==> config.mk <==
export PLATFORM = sky130hd
export DESIGN_NAME = mem_port_arbiter
export DESIGN_NICKNAME = d
export VERILOG_FILES = /design/src/rtl/mem_port_arbiter.sv
export SDC_FILE = /design/constraint.sdc
export NUM_CORES = 1
export LEC_CHECK = 0
export ABC_AREA = 1
export CAP_MARGIN = 20
export CELL_PAD_IN_SITES_DETAIL_PLACEMENT = 1
export CELL_PAD_IN_SITES_GLOBAL_PLACEMENT = 1
export CORE_AREA = 2 2 297 299
export CTS_CLUSTER_SIZE = 24
export DETAILED_ROUTE_END_ITERATION = 10
export DIE_AREA = 0 0 299 301
export GPL_TIMING_DRIVEN = 0
export PLACE_DENSITY = 0.59
export SETUP_SLACK_MARGIN = 0.02
export SKIP_CTS_REPAIR_TIMING = 1
export SLEW_MARGIN = 40
export SYNTH_ARGS = -nofsm -noshare
export SYNTH_HDL_FRONTEND = slang
export SYNTH_SLANG_ARGS = --single-unit
==> constraint.sdc <==
create_clock -name i_clk -period 3.1 [get_ports i_clk]
set_input_delay 0.775 -clock i_clk [delete_from_list [all_inputs] [get_ports i_clk]]
set_output_delay 0.775 -clock i_clk [all_outputs]
set_load 0.1 [all_outputs]
==> src/rtl/mem_port_arbiter.sv <==
// mem_port_arbiter: round-robin arbiter that shares one memory access port
// among several valid/ready requesters. One access is in flight at a time, and
// a watchdog turns a stalled access into an error completion.
module mem_port_arbiter #(
    parameter int req_num        = 4,
    parameter int abits          = 48,
    parameter int dbits          = 64,
    parameter int timeout_cycles = 1023
) (
    input  logic                       i_clk,
    input  logic                       i_rst,
    input  logic [req_num-1:0]         i_req_valid,
    input  logic [req_num-1:0]         i_req_write,
    input  logic [req_num*abits-1:0]   i_req_addr,
    input  logic [req_num*dbits-1:0]   i_req_wdata,
    input  logic [req_num*dbits/8-1:0] i_req_wstrb,
    output logic [req_num-1:0]         o_req_ready,
    output logic [req_num-1:0]         o_resp_valid,
    output logic [dbits-1:0]           o_resp_rdata,
    output logic                       o_resp_err,
    output logic                       o_mem_valid,
    output logic                       o_mem_write,
    output logic [abits-1:0]           o_mem_addr,
    output logic [dbits-1:0]           o_mem_wdata,
    output logic [dbits/8-1:0]         o_mem_wstrb,
    input  logic                       i_mem_ready,
    input  logic                       i_mem_resp_valid,
    input  logic [dbits-1:0]           i_mem_rdata,
    input  logic                       i_mem_err,
    output logic                       o_busy,
    output logic [$clog2(req_num)-1:0] o_grant_idx,
    output logic                       o_timeout
);

    localparam int iw = $clog2(req_num);
    localparam int sw = dbits / 8;
    localparam int ww = $clog2(timeout_cycles);

    // After reset the pointer sits on the highest index so requester 0 wins first.
    localparam logic [iw-1:0]      last_init    = iw'(req_num - 1);
    localparam logic [ww-1:0]      watchdog_max = ww'(timeout_cycles - 1);
    localparam logic [req_num-1:0] one_hot_base = req_num'(1);

    typedef enum logic [1:0] {
        IDLE,
        REQ,
        RESP,
        DONE
    } state_t;

    state_t          state;
    logic [iw-1:0]   last;
    logic [ww-1:0]   watchdog;
    logic            win_found;
    logic [iw-1:0]   win_idx;
    logic [iw-1:0]   cand;
    logic            timeout_hit;

    logic             req_write [req_num];
    logic [abits-1:0] req_addr  [req_num];
    logic [dbits-1:0] req_wdata [req_num];
    logic [sw-1:0]    req_wstrb [req_num];

    for (genvar k = 0; k < req_num; k++) begin : g_unpack
        assign req_write[k] = i_req_write[k];
        assign req_addr[k]  = i_req_addr[k*abits +: abits];
        assign req_wdata[k] = i_req_wdata[k*dbits +: dbits];
        assign req_wstrb[k] = i_req_wstrb[k*sw +: sw];
    end

    // Pick the first valid requester after the last winner, wrapping around.
    always_comb begin
        win_found = 1'b0;
        win_idx   = '0;
        cand      = '0;
        for (int i = 1; i <= req_num; i++) begin
            cand = iw'((int'(last) + i) % req_num);
            if (!win_found && i_req_valid[cand]) begin
                win_found = 1'b1;
                win_idx   = cand;
            end
        end
    end

    // Accept pulse goes out combinationally while idle so the winner sees it in its grant cycle.
    always_comb begin
        o_req_ready = '0;
        if (state == IDLE && !i_rst && win_found) begin
            o_req_ready[win_idx] = 1'b1;
        end
    end

    assign o_busy      = (state != IDLE);
    assign timeout_hit = (watchdog == watchdog_max);

    // Main controller: grant, present the request, wait for the reply or the watchdog, respond.
    always_ff @(posedge i_clk) begin
        if (i_rst) begin
            state        <= IDLE;
            last         <= last_init;
            watchdog     <= '0;
            o_grant_idx  <= '0;
            o_mem_valid  <= 1'b0;
            o_mem_write  <= 1'b0;
            o_mem_addr   <= '0;
            o_mem_wdata  <= '0;
            o_mem_wstrb  <= '0;
            o_resp_valid <= '0;
            o_resp_rdata <= '0;
            o_resp_err   <= 1'b0;
            o_timeout    <= 1'b0;
        end else begin
            o_resp_valid <= '0;
            o_timeout    <= 1'b0;
            case (state)
                IDLE: begin
                    if (win_found) begin
                        o_mem_valid <= 1'b1;
                        o_mem_write <= req_write[win_idx];
                        o_mem_addr  <= req_addr[win_idx];
                        o_mem_wdata <= req_wdata[win_idx];
                        o_mem_wstrb <= req_wstrb[win_idx];
                        last        <= win_idx;
                        o_grant_idx <= win_idx;
                        watchdog    <= '0;
                        state       <= REQ;
                    end
                end
                REQ, RESP: begin
                    if (state == RESP && i_mem_resp_valid) begin
                        o_resp_rdata <= i_mem_rdata;
                        o_resp_err   <= i_mem_err;
                        o_resp_valid <= one_hot_base << o_grant_idx;
                        state        <= DONE;
                    end else if (timeout_hit) begin
                        o_mem_valid  <= 1'b0;
                        o_resp_rdata <= '0;
                        o_resp_err   <= 1'b1;
                        o_timeout    <= 1'b1;
                        o_resp_valid <= one_hot_base << o_grant_idx;
                        state        <= DONE;
                    end else begin
                        watchdog <= watchdog + 1'b1;
                        if (state == REQ && i_mem_ready) begin
                            o_mem_valid <= 1'b0;
                            state       <= RESP;
                        end
                    end
                end
                DONE: begin
                    state <= IDLE;
                end
                default: begin
                    state <= IDLE;
                end
            endcase
        end
    end

endmodule

---- Yosys cells after proc, flatten, opt, wreduce, memory -nomap -nowiden ----
Index checks and enable logic that the tools add are counted.
storage, ports and cells
  output and inout port bits .............. 199
  register bits ........................... 208
  input port bits ......................... 557
cells by class
  mux-type cells .......................... 52
  bitwise gates (word level) .............. 2
  $lt $le $gt $ge ......................... 7
  reductions and logical operators ........ 24
  $add $sub $neg .......................... 5
  equal/unequal tests ..................... 9
  shift operators ......................... 1
operators with widths
  kind                                                count
  2-to-1 mux 64 bit                                   4
  binary-select mux 64 bit (select 2 bit)             1
  binary-select mux 48 bit (select 2 bit)             1
  2-to-1 mux 48 bit                                   2
  2-to-1 mux 10 bit                                   3
  one-hot mux 10 bit (2 select lines)                 1
  2-to-1 mux 1 bit                                    18
  binary-select mux 8 bit (select 2 bit)              1
  2-to-1 mux 2 bit                                    8
  2-to-1 mux 8 bit                                    2
  < comparator 2 x 3 -> 1 bit, second input constant  5
  2-to-1 mux 4 bit                                    3
  adder 10 x 1 -> 10 bit, second input constant       1
  binary-select mux 1 bit (select 2 bit)              5
  equality test 10 bit, second input constant         1
  logical AND 1 bit                                   8
  AND reduction 4 bit                                 2
  inequality test 2 bit, second input constant        3
  one-hot mux 2 bit (3 select lines)                  1
  AND reduction 2 bit                                 3
  nonzero test 2 bit                                  3
  adder 2 x 1 -> 2 bit, second input constant         2
  adder 2 bit, second input constant                  2
  equality test 2 bit, second input constant          2
  14 further kinds                                    18

---- Logic depth before layout (Yosys ltp) ----
Gate-level depths: netlist of the first run.
  depth in word-level cells ............... 18
  mapped depth ............................ 16
  depth with buffers taken out ............ 14

---- Worst setup path after synthesis of the first run ----
No wires, ideal clock.
  path type ............................... input to output
  start ................................... input i_req_valid[3]
  end ..................................... output o_req_ready[2]
  stages .................................. 11
  arrival ................................. 3.896 ns
  path slack .............................. -1.571 ns
  data required time ...................... 2.325 ns
  cell sequence ........................... nand2_1 > nand2_1 > nand2_1 > nand2_1 > nor2_4 > nand4_1 > nand2_2 > inv_2 > buf_2 > buf_2 > nor3_1
on the way
  longest elaborated chain between the ends .. 17
  elaborated cells on any way between the ends .. 29
  those cells by class .................... order compare: 2; mux: 19; reduce/logical: 8
RTL lines
  element                                                                                            line  text
  from (decl)                                                                                        12    input logic [req_num-1:0] i_req_valid,
  binary-select mux 1 bit (select 2 bit)                                                             78    if (!win_found && i_req_valid[cand]) begin
  2-to-1 mux 1 bit (not written as such)                                                             78
  2-to-1 mux 1 bit                                                                                   78
  logical NOT 1 bit                                                                                  78
  logical AND 1 bit                                                                                  78
  2-to-1 mux 1 bit                                                                                   78
  logical NOT 1 bit                                                                                  78
  logical AND 1 bit                                                                                  78
  2-to-1 mux 1 bit                                                                                   78
  logical NOT 1 bit                                                                                  78
  logical AND 1 bit                                                                                  78
  2-to-1 mux 2 bit                                                                                   78
  < comparator 2 x 3 -> 1 bit (not written as such) or >= comparator 2 x 1 -> 1 bit (tied branches)  89    o_req_ready[win_idx] = 1'b1;
  logical AND 1 bit (not written as such)                                                            89
  2-to-1 mux 1 bit (not written as such)                                                             89
  demux 1 bit (select 2 bit)                                                                         89
  2-to-1 mux 4 bit (*)                                                                               88    if (state == IDLE && !i_rst && win_found) begin
  to (decl)                                                                                          17    output logic [req_num-1:0] o_req_ready,
Mark *: on every way between the ends. The rest lies on a longest branch, timed or not. The select of a mux whose other input is x is not followed.

---- Worst setup path after layout of the first run ----
  start ................................... register last[0]
  end ..................................... output o_req_ready[3]
on the way
  longest elaborated chain between the ends .. 18
  elaborated cells on any way between the ends .. 33
  those cells by class .................... add/sub: 4; order compare: 2; mux: 19; reduce/logical: 8
RTL lines
  element                                                                                            line  text
  from (decl)                                                                                        52    logic [iw-1:0] last;
  from (signal assigned)                                                                             100   last <= last_init;
  from (signal assigned)                                                                             123   last <= win_idx;
  adder 2 x 1 -> 2 bit                                                                               77    cand = iw'((int'(last) + i) % req_num);
  binary-select mux 1 bit (select 2 bit)                                                             78
  2-to-1 mux 1 bit (not written as such)                                                             78
  2-to-1 mux 1 bit                                                                                   78
  logical NOT 1 bit                                                                                  78
  logical AND 1 bit                                                                                  78
  2-to-1 mux 1 bit                                                                                   78
  logical NOT 1 bit                                                                                  78
  [2 not listed]                                                                                     -
  logical NOT 1 bit                                                                                  78
  logical AND 1 bit                                                                                  78
  2-to-1 mux 2 bit                                                                                   78
  < comparator 2 x 3 -> 1 bit (not written as such) or >= comparator 2 x 1 -> 1 bit (tied branches)  89
  logical AND 1 bit (not written as such)                                                            89
  2-to-1 mux 1 bit (not written as such)                                                             89
  demux 1 bit (select 2 bit)                                                                         89
  2-to-1 mux 4 bit (*)                                                                               88
Marks and branches as above.

==> impl_metrics.env, run 1 <==
export IMPL_synth_cell_types=31
export IMPL_synth_top_cell_by_area="dfxtp_1"
export IMPL_synth_top_family_by_area="simple AND/OR/NAND/NOR gates"
export IMPL_port_buffers=754
export IMPL_cp_data_required_time_ns=2.32
export IMPL_die_area_mm2=0.0900
export IMPL_area_delta_synth_final_pct=68.3
export IMPL_place_gp_congestion=0.934
export IMPL_hold_class="reg -> reg"
export IMPL_overflow=0
export IMPL_leakage_nw=12.8
export IMPL_irDropWorstVdd_v=0.000398
export IMPL_start_kind="flop"
export IMPL_worstHoldStart="o_mem_valid$_SDFFE_PP0P_"
export IMPL_hold_viol=0
export IMPL_fin_crit_ns=3.55
export IMPL_yosysWarnings=0
export IMPL_fmax_ghz=0.282
export IMPL_clock_latency_ns=0.57
export IMPL_pwr_share_seq_pct=12.9
export IMPL_wl_um=92900
export IMPL_fillers=11010
export IMPL_place_inst=4484
export IMPL_synth_area_top_cells="dfxtp_1 (29%), nand3_1 (22%), inv_1 (17%), nand2_1 (14%), nor2_1 (7.1%)"
export IMPL_yosysSeqAreaShare_pct=29.3
export IMPL_synth_compound_area_share_pct=3.73
export IMPL_dp_hpwl_um=75500
export IMPL_cts_tree="built"
export IMPL_cts_made_buffers=28
export IMPL_synthTopCellsByCount="inv_1 (629), nand3_1 (616), nand2_1 (540), nor2_1 (269), dfxtp_1 (208)"
export IMPL_root_buffer="clkbuf_16"
export IMPL_maxCapViolCount=0
export IMPL_syn_cell_area_mm2=0.0142
export IMPL_rrSetupSlack_ns=0.11
export IMPL_relSlewSlack_pct=50.7
export IMPL_postLayoutCoreUtil_pct=27.7
export IMPL_synthSimpleGateAreaFrac_pct=44.0
export IMPL_cp_max_fo=8
export IMPL_post_drt_via_cell_ratio=4.12
export IMPL_die_h_um=301
export IMPL_drcViolationCount=0
export IMPL_std_cell_rows=108
export IMPL_grt_pass1_wl_um=132000
export IMPL_syn_inst=2575
export IMPL_p_clk_share_pct=11.6
export IMPL_setup_viol_count_final=4
export IMPL_r2r_end="o_mem_wdata[28]$_SDFFE_PP0P_"
export IMPL_fin_worst_skew_ns=0.0113
export IMPL_clk_pin_slew_worst_paths_ns=0.06
export IMPL_start_util_pct=16.5
export IMPL_rsz0062_at_grt="true"
export IMPL_p_sw_mw=18.6
export IMPL_post_synth_top_count_cell="inv_1"
export IMPL_synth_mux_area_share_pct=0
export IMPL_violations="setup timing"
export IMPL_final_max_slew_viol_count=0
export IMPL_syn_area_per_cell_um2=5.53
export IMPL_dr_pass1_iters=5
export IMPL_synth_flop_cell="dfxtp_1"
export IMPL_whs_path_depth=2
export IMPL_multi_input_area_mm2=0.00715
export IMPL_nNetsFinal=3956
export IMPL_clockBufferDepth=3
export IMPL_worst_r2r_path_depth=16
export IMPL_wl_per_cell_um=20.3
export IMPL_yosysTopAreaCellShare_pct=29.3
export IMPL_cp_end_kind="output port"
export IMPL_fin_ws_ns=-0.449
export IMPL_drt_iter0_drc=932
export IMPL_arrival_ns=2.77
export IMPL_synth_seq_cells=208
export IMPL_synth_edf_count=0
export IMPL_antenna_found_initial=14
export IMPL_pre_cts_ws_ns=-1.32
export IMPL_holdWs_ns=0.447
export IMPL_swShare_pct=61.7
export IMPL_drive_gt1_share_pct=12.3
export IMPL_drtAntennaViolNets=0
export IMPL_htree_levels=1
export IMPL_globalRouteTotalUtil_pct=19.7
export IMPL_core_area_mm2=0.0865
export IMPL_clock_sinks=208
export IMPL_hold_path_end="o_mem_valid$_SDFFE_PP0P_"
export IMPL_post_route_period_util_pct=114
export IMPL_outcome="finished with violations"
export IMPL_combPwrFrac_pct=75.6
export IMPL_io_pins=756
export IMPL_synth_fp_nets=3137
export IMPL_ys_async_sr_fraction_pct=0
export IMPL_grt_pass1_vias=19349
export IMPL_intPower_mw=11.6
export IMPL_grt_max_degree=14
export IMPL_vias=18856
export IMPL_r2r_start="last[0]$_SDFFE_PP1P_"
export IMPL_yosys_area_share_xor_xnor_pct=0.369
export IMPL_worstMarginPinSlew_ns=0.740
export IMPL_final_cell_count_no_fill=4576
export IMPL_p_per_area_mw_per_mm2=1260
export IMPL_dieWidth_um=299
export IMPL_synthAdderAreaFrac_pct=0.440
export IMPL_crit_type="reg -> out"
export IMPL_layout_area_seq_mm2=0.00417
power by group through the flow:
stage               combinational (mW)  sequential (mW)  clock [mW]
floorplan                         9.91             8.75           0
global placement                  22.7             3.93           0
detailed placement                22.1             3.93           0
CTS                               22.2             3.88        3.62
global route                      24.8             3.98        3.71
finish                            22.8             3.89        3.49
critical path: stages, from the launching register on:
cell and delay, ns:
dfxtp_4 0.38, buf_12 0.15, nand2_4 0.08, nand2_4 0.06, nand2_4 0.07, nand2_4 0.05, nor2_4 0.15, nand4_4 0.32
nand2_4 0.19, buf_12 0.13, buf_12 0.12, inv_6 0.04, nor3_4 0.20, buf_12 0.20
placed cells by master (no fill, tap or decap), types with 7 or more instances in the layout:
cell and instances:
a21oi_1 76, buf_1 26, buf_12 8, buf_2 261, buf_4 43, clkbuf_1 59
clkbuf_16 30, clkbuf_8 7, clkdlybuf4s50_1 551, clkinv_2 9, dfxtp_1 206, inv_1 628
nand2_1 514, nand2_2 10, nand2_4 18, nand3_1 615, nor2_1 268, o21ai_0 15
cell type report:
cell class	instances	area share [%]
Buffer	166	3.39
Clock inverter	14	0.632
Timing Repair Buffer	793	29.0
Tap cell	1155	6.04
Inverter	638	10.1
Multi-Input combinational cell	1559	29.9
Antenna cell	5	0.0523
Clock buffer	38	3.46
Sequential cell	208	17.4
layer usage:
metal / vias up / part of all wire (%) / track usage [%] / routed length [µm]
li1: 9380 / - / - / -
met1: 8838 / 42 / 23.8 / 39400
met2: 544 / 50 / 35.9 / 46300
met3: 80 / 5.6 / 4.19 / 5230
met4: 14 / 2.0 / 3.88 / 1860
met5: - / 0.095 / 0 / 88
per-stage QoR:
stage | power (mW) | setup TNS, ns | cell area, µm²
detailed placement | 26.0 | -84.77 | 22400
global placement | 26.6 | -96.73 | 23400
floorplan | 18.7 | -0.625 | 14400
CTS | 29.7 | -7.63 | 23400
global route | 32.5 | -1.99 | 23900
finish | 30.2 | -1.50 | 23900
kinds of logic (layout without fill, tap and decap cells):
family                     after synthesis  after routing
other                                    0              5
buffers and inverters                  808           1649
adders and majority gates                5              5
xor gates and xnor gates                 6              6
AOI/OAI and AO/OA                      101            101
DFF                                    208            208
and+or+nand+nor                       1447           1447
sequential cells by signal, indices dropped and copies added, names as in the netlist:
name	flops
o_mem_valid	1
o_resp_valid	4
o_timeout	1
watchdog	10
o_mem_wstrb	8
o_resp_rdata	64
o_resp_err	1
state	2
o_grant_idx	2
o_mem_write	1
o_mem_wdata	64
o_mem_addr	48
last	2
how the worst max path moves through the flow:
stage / startpoint / endpoint
finish: last[0]$_SDFFE_PP1P_ / o_req_ready[3]
global route: last[1]$_SDFFE_PP1P_ / o_req_ready[3]
CTS: i_req_valid[1] / o_req_ready[3]
detailed placement: i_req_valid[1] / o_req_ready[3]
global placement: i_req_valid[1] / o_req_ready[3]
floorplan: i_req_valid[3] / o_req_ready[3]
Note: power is estimated with default switching activity, not from simulation.
==> inputs of run 2 (changes only) <==
Settings changed: CTS_CLUSTER_DIAMETER from default to 100.
==> impl_metrics.env, run 2 (synthesized netlist as in run 1, its figures left out) <==
export IMPL_wl_um=92000
export IMPL_clockBufferDepth=3
export IMPL_dieWidth_um=299
export IMPL_port_buffers=754
export IMPL_slowest_stage="dfxtp_4"
export IMPL_rsz0062_at_grt="true"
export IMPL_crit_family="simple AND/OR/NAND/NOR gates"
export IMPL_wl_per_cell_um=20.2
export IMPL_crit_chain="buf_12 -> buf_8 -> nand2_4 -> nand3_2 -> nand2_2 -> nor2_4 -> nand4_4 -> nand2_4 -> buf_12 -> buf_12 -> inv_6 -> nor3_4 -> buf_12"
export IMPL_worstMarginPinSlew_ns=0.746
export IMPL_core_area_mm2=0.0865
export IMPL_globalRouteTotalUtil_pct=19.7
export IMPL_final_max_slew_viol_count=0
export IMPL_fin_ws_ns=-0.439
export IMPL_overflow=0
export IMPL_drive_gt1_share_pct=11.5
export IMPL_vias=18780
export IMPL_relSlewSlack_pct=50.3
export IMPL_dp_hpwl_um=75500
export IMPL_met1_usage_pct=24.0
export IMPL_die_h_um=301
export IMPL_maxCapViolCount=0
export IMPL_p_clk_share_pct=10.1
export IMPL_cp_end_kind="output port"
export IMPL_root_buffer="clkbuf_16"
export IMPL_cp_max_fo=8
export IMPL_grt_pass1_wl_um=132000
export IMPL_drt_iter0_drc=900
export IMPL_cp_data_required_time_ns=2.32
export IMPL_mostFrequentLayoutCell="inv_1"
export IMPL_place_gp_congestion=0.934
export IMPL_grt_pass1_vias=19217
export IMPL_antenna_found_initial=13
export IMPL_drcViolationCount=0
export IMPL_arrival_ns=2.76
export IMPL_swShare_pct=62.9
export IMPL_clk_pin_slew_worst_paths_ns=0.08
export IMPL_clock_latency_ns=0.54
export IMPL_violations="setup timing"
export IMPL_cts_tree="built"
export IMPL_fin_crit_ns=3.54
export IMPL_setup_viol_count_final=4
export IMPL_grt_busiest_layer="met2"
export IMPL_placed_area_mm2=0.0224
export IMPL_reg_top3="o_mem_wdata: 64 flops, o_resp_rdata: 64 flops, o_mem_addr: 48 flops"
export IMPL_htree_levels=1
export IMPL_total_power_mw=29.4
export IMPL_layout_common_cells="inv_1 (628), nand3_1 (615), clkdlybuf4s50_1 (551), nand2_1 (518), nor2_1 (268)"
export IMPL_clock_sinks=208
export IMPL_std_cell_rows=108
export IMPL_pwr_share_seq_pct=13.2
export IMPL_grt_use_met2_pct=35.8
export IMPL_start_util_pct=16.5
export IMPL_drtAntennaViolNets=0
export IMPL_io_pins=756
export IMPL_final_cell_count_no_fill=4546
export IMPL_hold_viol=0
export IMPL_dr_pass1_iters=5
export IMPL_intPower_mw=10.9
export IMPL_grt_max_degree=20
export IMPL_crit_type="reg -> out"
export IMPL_fin_worst_skew_ns=0.0137
export IMPL_place_inst=4484
export IMPL_fmax_ghz=0.283
export IMPL_leakage_nw=12.6
export IMPL_cp_common_cell="buf_12"
export IMPL_p_sw_mw=18.5
export IMPL_start_kind="flop"
export IMPL_design_area_mm2=0.0236
export IMPL_critPathBufInv=6
export IMPL_critical_path_max_stage_delay_ns=0.39
export IMPL_rrSetupSlack_ns=0.14
export IMPL_nNetsFinal=3937
export IMPL_die_area_mm2=0.0900
export IMPL_area_delta_synth_final_pct=65.7
export IMPL_irDropWorstVdd_v=0.000412
export IMPL_hold_class="reg -> reg"
export IMPL_post_route_period_util_pct=114
export IMPL_combPwrFrac_pct=76.7
export IMPL_p_per_area_mw_per_mm2=1250
export IMPL_cts_made_buffers=20
export IMPL_grt_met3_usage_pct=3.89
export IMPL_outcome="finished with violations"
export IMPL_post_drt_via_cell_ratio=4.13
[run 2: worst paths after layout]
path / depth (start not counted) / from / to
max reg2reg: 16 / last[0]$_SDFFE_PP1P_ / o_mem_wdata[5]$_SDFFE_PP0P_
min reg2reg: 2 / o_mem_valid$_SDFFE_PP0P_ / o_mem_valid$_SDFFE_PP0P_
min: 2 / o_mem_valid$_SDFFE_PP0P_ / o_mem_valid$_SDFFE_PP0P_
max: 13 / last[0]$_SDFFE_PP1P_ / o_req_ready[3]
[run 2: cell type report]
| type | count | area [µm²] |
|---|---|---|
| Antenna cell | 3 | 7.51 |
| Buffer | 168 | 848 |
| Clock buffer | 22 | 529 |
| Clock inverter | 13 | 229 |
| Fill cell | 11016 | 62900 |
| Inverter | 638 | 2410 |
| Multi-Input combinational cell | 1559 | 7090 |
| Sequential cell | 208 | 4170 |
| Tap cell | 1155 | 1450 |
| Timing Repair Buffer | 780 | 6840 |
[run 2: metrics by stage]
| step | TNS (ns) | util [%] | hold slack (ns) | worst slack (ns) |
|---|---|---|---|---|
| 2_1_floorplan | -0.625 | - | 0.460 | -0.200 |
| 3_3_place_gp | -96.73 | 27.0 | 0.438 | -2.04 |
| 3_5_place_dp | -84.77 | 25.9 | 0.444 | -1.32 |
| 4_1_cts | -9.18 | 26.8 | 0.456 | -1.33 |
| 5_1_grt | -1.97 | 27.3 | 0.480 | -0.567 |
| 6_report | -1.48 | 27.3 | 0.450 | -0.439 |
[run 2: worst min-delay path, delay by kind of cell, from the launching register on]
family / cells / cell delay, ns
buf+inv: 1 / 0.05
flops: 1 / 0.31
compound gates: 1 / 0.05
[run 2: power groups by stage]
stage / sequential, mW / clock [mW] / combinational [mW]
detailed placement: 3.93 / 0 / 22.1
floorplan: 8.75 / 0 / 9.91
global route: 3.97 / 3.17 / 24.5
finish: 3.88 / 2.97 / 22.5
CTS: 3.88 / 3.09 / 22.2
global placement: 3.93 / 0 / 22.7
[run 2: layer usage]
metal	routed length, µm	vias up
met5	93	-
met4	1840	14
met3	5090	80
met2	46000	556
met1	39000	8797
li1	-	9333
==> inputs of run 3 (changes only) <==
Settings changed: MAX_ROUTING_LAYER from default to met4.
==> impl_metrics.env, run 3 (synthesized netlist as in run 1, its figures left out) <==
export IMPL_p_per_area_mw_per_mm2=1230
export IMPL_irDropWorstVdd_v=0.000472
export IMPL_fin_crit_ns=3.33
export IMPL_crit_type="reg -> out"
export IMPL_rrSetupSlack_ns=0.18
export IMPL_layout_common_cells="inv_1 (628), nand3_1 (615), clkdlybuf4s50_1 (551), nand2_1 (517), nor2_1 (267)"
export IMPL_reg_top3="o_mem_wdata: 64 flops, o_resp_rdata: 64 flops, o_mem_addr: 48 flops"
export IMPL_clock_sinks=208
export IMPL_clockBufferDepth=3
export IMPL_tns_ns=-0.824
export IMPL_rsz0062_at_grt="true"
export IMPL_dr_pass1_iters=6
export IMPL_std_cell_rows=108
export IMPL_pre_cts_ws_ns=-1.40
export IMPL_outcome="finished with violations"
export IMPL_fin_worst_skew_ns=0.0265
export IMPL_drcViolationCount=0
export IMPL_whs_path_depth=2
export IMPL_wl_um=92200
export IMPL_cts_tree="built"
export IMPL_grt_pass1_wl_um=131000
export IMPL_start_util_pct=16.5
export IMPL_overflow=0
export IMPL_setup_viol_count_final=4
export IMPL_drive_gt1_share_pct=11.6
export IMPL_r2r_start="last[0]$_SDFFE_PP1P_"
export IMPL_clk_pin_slew_worst_paths_ns=0.10
export IMPL_post_drt_via_cell_ratio=4.12
export IMPL_grt_max_degree=25
export IMPL_drtAntennaViolNets=0
export IMPL_cts_made_buffers=17
export IMPL_wl_per_cell_um=20.2
export IMPL_dieWidth_um=299
export IMPL_fmax_ghz=0.300
export IMPL_cp_end_kind="output port"
export IMPL_mostFrequentLayoutCell="inv_1"
export IMPL_cp_max_fo=8
export IMPL_cp_data_required_time_ns=2.32
export IMPL_final_max_slew_viol_count=0
export IMPL_hold_path_end="o_mem_valid$_SDFFE_PP0P_"
export IMPL_io_pins=756
export IMPL_fin_ws_ns=-0.234
export IMPL_arrival_ns=2.56
export IMPL_htree_levels=1
export IMPL_clock_latency_ns=0.55
export IMPL_worstMarginPinSlew_ns=0.763
export IMPL_r2r_end="o_mem_wdata[28]$_SDFFE_PP0P_"
export IMPL_core_area_mm2=0.0865
export IMPL_dp_hpwl_um=75400
export IMPL_worst_r2r_path_depth=15
export IMPL_maxCapViolCount=0
export IMPL_start_kind="flop"
export IMPL_relSlewSlack_pct=49.2
export IMPL_root_buffer="clkbuf_16"
export IMPL_hold_class="reg -> reg"
export IMPL_fillers=11130
export IMPL_area_delta_synth_final_pct=65.4
export IMPL_vias=18776
export IMPL_worstHoldStart="o_mem_valid$_SDFFE_PP0P_"
export IMPL_leakage_nw=12.6
export IMPL_globalRouteTotalUtil_pct=20.2
export IMPL_grt_pass1_vias=19014
export IMPL_die_h_um=301
export IMPL_hold_viol=0
export IMPL_port_buffers=754
export IMPL_antenna_found_initial=17
export IMPL_nNetsFinal=3941
export IMPL_violations="setup timing"
export IMPL_drt_iter0_drc=962
export IMPL_place_gp_congestion=0.915
export IMPL_die_area_mm2=0.0900
export IMPL_post_route_period_util_pct=108
==> run 3: where the power goes <==
group	leakage, nW	internal [mW]	switching (mW)
registers	1.71	3.45	0.426
logic	10.6	5.92	16.7
clock network	0.295	1.14	1.37
==> run 3: metal layers <==
layer	global-route usage (%)	wire, µm	up-vias
met5	-	0	-
met4	2.95	1450	0
met3	4.15	5080	51
met2	36.0	46500	497
met1	23.8	39200	8865
li1	-	-	9363
==> run 3: worst max-delay path, cell delays in order, from the launching register on <==
cell and delay (ns):
dfxtp_4 0.38, buf_12 0.15, nand2_4 0.07, nand2_4 0.05, nand2_2 0.08, nand2_2 0.06
nor2_4 0.16, nand4_4 0.19, nand2_4 0.12, buf_12 0.12, buf_12 0.12, inv_6 0.04
nor3_4 0.23, buf_12 0.21
==> run 3: through the flow <==
step | area, µm² | util (%) | total power, mW | hold WS, ns | cells
floorplan | 14400 | - | 18.7 | 0.460 | 2575
global placement | 23400 | 27.0 | 26.5 | 0.436 | 4484
detailed placement | 22400 | 25.9 | 26.0 | 0.441 | 4484
CTS | 23000 | 26.6 | 28.6 | 0.456 | 4514
global route | 23500 | 27.2 | 31.3 | 0.478 | 4558
finish | 23500 | 27.2 | 29.0 | 0.453 | 4562
==> run 3: area by class of cell <==
type | instances | area [µm²] | area share [%]
Tap cell | 1155 | 1450 | 6.14
Timing Repair inverter | 1 | 8.76 | 0.0372
Timing Repair Buffer | 786 | 6870 | 29.2
Buffer | 168 | 832 | 3.54
Sequential cell | 208 | 4170 | 17.7
Clock inverter | 12 | 171 | 0.729
Antenna cell | 17 | 42.5 | 0.181
Clock buffer | 18 | 439 | 1.87
Inverter | 638 | 2420 | 10.3
Multi-Input combinational cell | 1559 | 7120 | 30.3
==> run 3: worst max-delay path by stage <==
stage,startpoint,end,depth (start not counted)
finish,last[0]$_SDFFE_PP1P_,o_req_ready[3],13
global route,last[0]$_SDFFE_PP1P_,o_req_ready[3],13
CTS,i_req_valid[1],o_req_ready[3],13
detailed placement,i_req_valid[1],o_req_ready[3],13
global placement,i_req_valid[1],o_req_ready[3],13
floorplan,i_req_valid[3],o_req_ready[3],11
